**src/rtl/delay_line_mc.sv**
```systemverilog
// delay_line_mc -- multi-channel programmable delay line.
//
// Each channel has a circular buffer of MAX_DEPTH entries. All channels share
// one write pointer. The delay D is counted in valid beats. The output of the
// beat that writes sample n carries sample n-(D-1), and it appears one clock
// after that beat. Changing the delay to another legal value flushes priming:
// the fill counter restarts. An illegal delay value (0 or > MAX_DEPTH) is
// ignored and sets a sticky cfg_error flag.
//
// Optional feature: define DELAY_LINE_MC_SUM_EN to add sum_data. This output
// is the signed sum of all delayed channels and is registered with out_data.
//
// Ports:
//   clk        rising-edge clock
//   reset      synchronous, active-high reset
//   in_valid   in_data holds one sample per channel this cycle
//   in_data    NUM_CHANNELS x DATA_SIZE samples, two's complement
//   enable     output gate (the buffer keeps running when enable is 0)
//   delay_sel  requested delay in beats, legal range 1..MAX_DEPTH
//   out_valid  out_data holds a valid delayed sample set
//   out_data   NUM_CHANNELS x FULL_SIZE sign-extended samples, 0 when not valid
//   sum_data   (DELAY_LINE_MC_SUM_EN only) signed sum of the delayed channels
//   cfg_error  sticky flag for an illegal delay request
module delay_line_mc #(
    parameter int DATA_SIZE    = 16,
    parameter int FULL_SIZE    = 20,
    parameter int NUM_CHANNELS = 4,
    parameter int MAX_DEPTH    = 8,
    localparam int DW          = $clog2(MAX_DEPTH + 1)
) (
    input  logic                               clk,
    input  logic                               reset,
    input  logic                               in_valid,
    input  logic [NUM_CHANNELS*DATA_SIZE-1:0]  in_data,
    input  logic                               enable,
    input  logic [DW-1:0]                      delay_sel,
    output logic                               out_valid,
    output logic [NUM_CHANNELS*FULL_SIZE-1:0]  out_data,
`ifdef DELAY_LINE_MC_SUM_EN
    output logic signed [FULL_SIZE+$clog2(NUM_CHANNELS)-1:0] sum_data,
`endif
    output logic                               cfg_error
);

    localparam int              PW       = $clog2(MAX_DEPTH);
    localparam int              IW       = DW + 1;
    localparam logic [DW-1:0]   MAX_D    = DW'(MAX_DEPTH);
    localparam logic [DW-1:0]   ONE_D    = DW'(1);
    localparam logic [PW-1:0]   LAST_PTR = PW'(MAX_DEPTH - 1);

    logic [PW-1:0]                      wr_ptr_q, wr_ptr_d;
    logic [DW-1:0]                      fill_q, fill_d;
    logic [DW-1:0]                      dly_q, dly_d;
    logic [DW-1:0]                      dly_eff, fill_eff;
    logic                               cfg_error_q, cfg_error_d;
    logic                               out_valid_q, out_valid_d;
    logic [NUM_CHANNELS*FULL_SIZE-1:0]  out_data_q, out_data_d;
    logic [NUM_CHANNELS*FULL_SIZE-1:0]  rd_flat;
    logic                               sel_legal, flush, primed, fire;
    logic [IW-1:0]                      ptr_x, back_x, idx_x;
    logic [PW-1:0]                      rd_idx;

`ifdef DELAY_LINE_MC_SUM_EN
    localparam int SW = FULL_SIZE + $clog2(NUM_CHANNELS);
    logic signed [FULL_SIZE-1:0] rd_chan [NUM_CHANNELS];
    logic signed [SW-1:0]        sum_all, sum_q;
`endif

    always_comb begin
        sel_legal   = (delay_sel != '0) && (delay_sel <= MAX_D);
        flush       = sel_legal && (delay_sel != dly_q);
        // In a flush cycle the new delay and an empty fill count already
        // apply, so a beat in that cycle counts as the first one afterwards.
        dly_eff     = flush ? delay_sel : dly_q;
        fill_eff    = flush ? '0 : fill_q;
        dly_d       = dly_eff;
        cfg_error_d = cfg_error_q | ~sel_legal;
        primed      = ({1'b0, fill_eff} + IW'(1)) >= {1'b0, dly_eff};
        fire        = in_valid & enable & primed;

        if (in_valid) begin
            fill_d   = (fill_eff == MAX_D) ? fill_eff : fill_eff + ONE_D;
            wr_ptr_d = (wr_ptr_q == LAST_PTR) ? '0 : wr_ptr_q + PW'(1);
        end else begin
            fill_d   = fill_eff;
            wr_ptr_d = wr_ptr_q;
        end

        // Read index is (wr_ptr - (D-1)) mod MAX_DEPTH. The extra bit keeps
        // the wrap correct when MAX_DEPTH is not a power of two.
        ptr_x  = IW'(wr_ptr_q);
        back_x = IW'(dly_eff) - IW'(1);
        idx_x  = (ptr_x >= back_x) ? (ptr_x - back_x)
                                   : (ptr_x + IW'(MAX_DEPTH) - back_x);
        rd_idx = idx_x[PW-1:0];

        out_valid_d = fire;
        out_data_d  = fire ? rd_flat : '0;
    end

    genvar gi;
    generate
        for (gi = 0; gi < NUM_CHANNELS; gi++) begin : g_ch
            logic signed [DATA_SIZE-1:0] in_s;
            logic signed [FULL_SIZE-1:0] wr_ext;
            logic signed [FULL_SIZE-1:0] rd_s;
            logic [FULL_SIZE-1:0]        mem_q [MAX_DEPTH];

            assign in_s   = in_data[gi*DATA_SIZE +: DATA_SIZE];
            assign wr_ext = FULL_SIZE'(in_s);
            // D=1 means the sample being written now. Bypass the array so that
            // the read happens before the write in the same beat.
            assign rd_s   = (dly_eff == ONE_D) ? wr_ext : mem_q[rd_idx];
            assign rd_flat[gi*FULL_SIZE +: FULL_SIZE] = rd_s;
`ifdef DELAY_LINE_MC_SUM_EN
            assign rd_chan[gi] = rd_s;
`endif

            always_ff @(posedge clk) begin
                if (reset) begin
                    for (int i = 0; i < MAX_DEPTH; i++) begin
                        mem_q[i] <= '0;
                    end
                end else if (in_valid) begin
                    mem_q[wr_ptr_q] <= wr_ext;
                end
            end
        end
    endgenerate

    always_ff @(posedge clk) begin
        if (reset) begin
            wr_ptr_q    <= '0;
            fill_q      <= '0;
            dly_q       <= ONE_D;
            cfg_error_q <= 1'b0;
            out_valid_q <= 1'b0;
            out_data_q  <= '0;
        end else begin
            wr_ptr_q    <= wr_ptr_d;
            fill_q      <= fill_d;
            dly_q       <= dly_d;
            cfg_error_q <= cfg_error_d;
            out_valid_q <= out_valid_d;
            out_data_q  <= out_data_d;
        end
    end

    assign out_valid = out_valid_q;
    assign out_data  = out_data_q;
    assign cfg_error = cfg_error_q;

`ifdef DELAY_LINE_MC_SUM_EN
    // The sum width has log2(NUM_CHANNELS) growth bits, so it cannot overflow.
    always_comb begin
        sum_all = '0;
        for (int c = 0; c < NUM_CHANNELS; c++) begin
            sum_all = sum_all + SW'(rd_chan[c]);
        end
    end

    always_ff @(posedge clk) begin
        if (reset) begin
            sum_q <= '0;
        end else begin
            sum_q <= fire ? sum_all : '0;
        end
    end

    assign sum_data = sum_q;
`endif

endmodule
```
**config.mk**
```make
export PLATFORM = sky130hd
export DESIGN_NAME = delay_line_mc
export DESIGN_NICKNAME = d
export VERILOG_FILES = /design/src/rtl/delay_line_mc.sv
export SDC_FILE = /design/constraint.sdc
export NUM_CORES = 1
export LEC_CHECK = 0
export ABC_AREA = 1
export BUFFER_PORTS_ARGS = -buffer_cell sky130_fd_sc_hd__buf_2
export CORE_MARGIN = 5
export CORE_UTILIZATION = 49
export DETAILED_ROUTE_END_ITERATION = 10
export PLACE_DENSITY_LB_ADDON = 0.08
export SETUP_SLACK_MARGIN = 0.5
export SLEW_MARGIN = 25
export SYNTH_ARGS = -nofsm -noshare
export SYNTH_HDL_FRONTEND = slang
export SYNTH_SLANG_ARGS = --single-unit
```
**constraint.sdc**
```tcl
create_clock -name clk -period 5.8 [get_ports clk]
set_input_delay 0.87 -clock clk [delete_from_list [all_inputs] [get_ports clk]]
set_output_delay 0.87 -clock clk [all_outputs]
set_load 0.05 [all_outputs]
```
Word level (Yosys, flattened, before mapping)
Memory sizes are Yosys's and may differ from the RTL's.
Cells that the tools add are included.
- register bits after elaboration: 93
- RAM bits: 640
- input port bits: 72
- output and inout port bits: 82
- logic and storage cells: 64
- memories kept: 4
- memories (memory ; words ; bits a word ; read ports ; clocked after Yosys merged registers in ; wr ports ; line ; source):
    g_ch[0].mem_q ; 8 ; 20 ; 1 ; 0 ; 8 ; 107 ; logic [FULL_SIZE-1:0] mem_q [MAX_DEPTH];
    g_ch[1].mem_q ; 8 ; 20 ; 1 ; 0 ; 8 ; 107 ;
    g_ch[2].mem_q ; 8 ; 20 ; 1 ; 0 ; 8 ; 107 ;
    g_ch[3].mem_q ; 8 ; 20 ; 1 ; 0 ; 8 ; 107 ;
- add/subtract/negate cells: 7
- magnitude comparators: 3
- equal/unequal tests: 4
- mux-type cells: 27
- bitwise logic cells: 5
- reductions and logical operators: 8
- operators by type and width (kind ; number):
    2-to-1 mux 20 bit ; 8
    OR reduction 20 bit ; 4
    2-to-1 mux 3 bit ; 6
    2-to-1 mux 4 bit ; 4
    2-to-1 mux 1 bit ; 9
    adder 3 x 1 -> 3 bit (second input constant) ; 2
    subtractor 3 bit ; 2
    adder 4 x 1 -> 5 bit (second input constant) ; 1
    greater-or-equal comparator 3 x 5 -> 1 bit ; 1
    greater-or-equal comparator 5 x 4 -> 1 bit ; 1
    subtractor 4 x 1 -> 5 bit (second input constant) ; 1
    adder 4 x 1 -> 4 bit (second input constant) ; 1
    == test 4 x 1 -> 1 bit (second input constant) ; 1
    == test 4 bit (second input constant) ; 1
    less-or-equal comparator 4 bit (second input constant) ; 1
    != test 4 bit ; 1
    nonzero test 4 bit ; 1
    == test 3 bit (second input constant) ; 1
    AND 1 bit ; 2
    logical AND 1 bit ; 2
    inverter 1 bit ; 2
    OR reduction 2 bit ; 1
    bitwise OR 1 bit ; 1

Depth between registers and ports, before layout
- depth after elaboration: 9
- mapped depth: 23
- depth with buffers taken out: 21

Least setup slack after synthesis
Ideal clock, no wire load.
- path type: in2reg
- start point: input port in_valid
- end point: memory g_ch[0].mem_q[6][0], enable pin
- library setup time: 424 ps
- arrival: 3209 ps
- required time: 5376 ps
- slack: 2167 ps
- stages on the path: 8
- buffers on the path: 2
- cells stage by stage: inv_1 nor2_1 inv_1 nor2_1 nand2_1 clkbuf_1 buf_1 nand2_1
- RTL lines (element ; line ; source):
    from (decl) ; 33 ; input logic in_valid,
    to (decl) ; 107 ;

Final worst setup path
- start point: input port delay_sel[1]
- end point: register out_data_q[54], in the netlist out_data[54]
- longest elaborated chain between the ends: 9
- elaborated cells on any way between the ends: 20
- those cells by class: 4 x add/sub; 3 x order compare; 2 x eq/ne; 4 x mux; 2 x bitwise; 4 x reduce/logical; 1 x memory
- RTL lines (element ; line ; source):
    from (decl) ; 36 ; input logic [DW-1:0] delay_sel,
    less-or-equal comparator 4 bit or nonzero test 4 bit (tied branches) ; 70 ; sel_legal = (delay_sel != '0) && (delay_sel <= MAX_D);
    logical AND 1 bit ; 70 ;
    logical AND 1 bit ; 71 ; flush = sel_legal && (delay_sel != dly_q);
    2-to-1 mux 4 bit (on tied branches) ; 74, 75 ;
    subtractor 4 x 1 -> 5 bit or adder 4 x 1 -> 5 bit (tied branches) ; 92, 78 ;
    greater-or-equal comparator 3 x 5 -> 1 bit, or another cell as far along ; 93 ; idx_x = (ptr_x >= back_x) ? (ptr_x - back_x)
    2-to-1 mux 3 bit or AND 1 bit (tied branches) ; 93, 79 ;
    memory (8 x 20 bit) or inverter 1 bit (tied branches) ; n/a ;
    2-to-1 mux 20 bit or OR reduction 2 bit (tied branches) ; n/a ;
    to (signal assigned) ; 145 ; out_data_q <= out_data_d;
    to (decl) ; 57 ; logic [NUM_CHANNELS*FULL_SIZE-1:0] out_data_q, out_data_d;
Parallel ways exist; a longest one is shown, timed or not.
A chain may end at the register's enable or synchronous reset.

==> flow_metrics.tcl <==
set metrics [dict create \
    status "finished clean" \
    hp-class "flip-flop to flip-flop" \
    critPathTopFamily "buffers and inverters" \
    cts_resized 0 \
    power_frac_seq_pct 43.1 \
    dpl_cell_area_mm2 0.0272 \
    cap_viol_max_count 0 \
    p_int_mw 8.03 \
    clockBufferDepth 3 \
    grt_pass1_wl_mm 113 \
    clkPwrFrac_pct 38.2 \
    ys_ff_latch 589 \
    path_max_fanout 75 \
    clock_latency_ns 0.59 \
    multi_input_area_mm2 0.00766 \
    rsz0062_at_grt "no" \
    synth.area.top_cells "edfxtp_1 (59%), nor2_1 (13%), dfxtp_1 (5.9%), o21ai_0 (5.0%), o22ai_1 (3.1%)" \
    grt_pass1_vias 18900 \
    syn-cell-area_mm2 0.0262 \
    ys_warn_count 0 \
    drc 0 \
    gp_congestion 0.779 \
    fin_crit_ns 4.25 \
    first_iter_violations 1823 \
    vias 19200 \
    yosysSeqAreaShare_pct 64.6 \
    syn2layout_area_growth_pct 12.6 \
    end_kind "flip-flop" \
    clk_pin_slew_ns 0.06 \
    fin_nets 2746 \
    max_stage_delay_ns 0.86 \
    die_h_um 241 \
    num_antenna_cells 0 \
    drv_slew 0 \
    switchingPower_mw 3.21 \
    post_cts_buffers 0 \
    die_area_mm2 0.0581 \
    start_util_pct 49.6 \
    vdd_drop_max_mv 0.220 \
    cts_tree "yes" \
    crit_buf_inv 4 \
    regArea_mm2 0.0169 \
    critPathKind "primary input to flip-flop" \
    ant_nets 0 \
    fin_setup_tns_ns 0 \
    grt-ovfl-total 0 \
    syn_area_per_cell_um2 10.0 \
    crit_path_frequent_cell "nand3_1" \
    num_rows 84 \
    cts_max_level 3 \
    stdcell_area_mm2 0.0295 \
    port_buffers 153 \
    min_period_over_period_pct 73.2 \
    grt_antenna_before_repair 0 \
    final_cell_mix "nor2_1 (913), edfxtp_1 (512), o21ai_0 (262)" \
    dp_hpwl_mm 35.0 \
    synthCells 2607 \
    routed_wl_mm 74.4 \
    power_density_mw_per_mm2 381 \
    drive_gt1_share_pct 14.1 \
    viasPerCell 5.64 \
    final_common_cell "nor2_1" \
    path_cells "buf_2, nor2_2, nand3_2, nand3_1, nand2_2, ha_4, fa_4, buf_4, buf_4, o21ai_0, o22ai_1, nand3_1, nand3_1, nand2_1, inv_1" \
    clock_skew_ns 0.0173 \
    nFillCells 4661 \
    cts_hold_buffers 0 \
    cts-root-buf "clkbuf_16" \
    p_leak_nw 12.5 \
    fp.coreArea_mm2 0.0528 \
    wire_per_inst_um 21.9 \
    fmax_mhz 235 \
    cts_buffers 66 \
    first_pass_iters 5 \
    worstMarginPinSlew_ns 1.11 \
    startpoint_type "primary input" \
    sw_frac_of_total_pct 28.6 \
    pwr-share-comb_pct 18.7 \
    required_ns 6.33 \
    io_pins 154 \
    synth_top_area_cell "edfxtp_1" \
    grt_max_degree 217 \
    final_util_pct 55.9 \
    worst_path_max_delay_cell "buf_4" \
    syn_nets 2689 \
    final-setup-viol-count 0 \
    yosysUniqueCellTypes 30 \
    hold_viol 0 \
    worstPathArrival_ns 4.78 \
    die_w_um 241 \
    relSlewSlack_pct 26.1 \
    synth_top_cell_area_share_pct 58.7 \
    clock_sinks 589 \
    gr-usage-all-layers_pct 25.4 \
]
worst register-to-register path, stage by stage (launching register included):
cell,delay (ns)
dfxtp_1,0.37
inv_1,0.06
nand3_1,0.09
nand2_2,0.11
ha_4,0.18
fa_4,0.79
buf_4,0.56
buf_4,0.89
o21ai_0,0.27
o22ai_1,0.24
nand3_1,0.11
nand3_1,0.12
nand2_1,0.06
inv_1,0.05
routing by layer:
layer | share of wire, % | global-route usage [%] | vias to the layer above
met5 | 0 | 0 | -
met1 | 43 | 35.5 | 9457
li1 | - | - | 8871
met4 | 1.6 | 6.00 | 0
met3 | 7.7 | 3.55 | 91
met2 | 48 | 42.7 | 778
final timing paths:
| check | start | endpoint | slack, ns | cells past startpoint |
|---|---|---|---|---|
| max | delay_sel[1] | out_data[54] | 1.55 | 15 |
| min | cfg_error | cfg_error | 0.49 | 2 |
| max reg2reg | dly_q[0] | out_data[54] | 1.85 | 13 |
| min reg2reg | cfg_error | cfg_error | 0.49 | 2 |
cell usage after synthesis (all sizes together):
library cell,instances
nor2,915
edfxtp,512
o21ai,264
nand2,183
inv,163
nand3,142
o22ai,129
clkbuf,106
buf,92
dfxtp,77
ha,9
a21oi,4
nand4,3
xor2,3
a21o,1
clkinv,1
fa,1
o32ai,1
xnor2,1
per-stage QoR:
stage          setup WS (ns)  hold slack (ns)  power [mW]  instances
2_1_floorplan           2.17            0.493        6.44       2607
3_5_place_dp           0.980            0.476        7.03       3283
5_1_grt                 1.28            0.525        11.7       3405
4_1_cts                 1.61            0.494        11.3       3404
6_report                1.55            0.488        11.2       3405
3_3_place_gp            1.05            0.470        6.99       3283
area by class of cell:
class	count	share of cell area, %
Timing Repair Buffer	187	4.01
Multi-Input combinational cell	1656	26.0
Tap cell	688	2.92
Clock buffer	97	6.67
Inverter	164	2.11
Sequential cell	589	57.4
Clock inverter	24	0.913
registers in the layout (all words and copies together), names as in the netlist, named ones only:
name / cells
dly_q: 3
out_data: 64
cfg_error: 1
g_ch.mem_q: 512
out_valid: 1
fill_q: 4
wr_ptr_q: 3
cell families (layout without fill, tap and decap cells):
kind of cell / after synthesis / count (layout) / share of synthesized area (%)
adders and majority gates: 10 / 10 / 0.507
and+or+nand+nor: 1243 / 1243 / 20.0
AOI/OAI and AO/OA: 399 / 399 / 8.27
xor gates and xnor gates: 4 / 4 / 0.134
buffers and inverters: 362 / 472 / 6.49
DFF: 589 / 589 / 64.6
power groups by stage:
| stage | Combinational, mW | Clock (mW) | Sequential, mW |
|---|---|---|---|
| after floorplan | 1.45 | 0 | 4.99 |
| after global placement | 2.06 | 0 | 4.93 |
| after detailed placement | 2.09 | 0 | 4.93 |
| after CTS | 2.10 | 4.35 | 4.85 |
| after global routing | 2.31 | 4.51 | 4.86 |
| final | 2.10 | 4.29 | 4.84 |
Note: power is estimated with default switching activity, not from simulation.
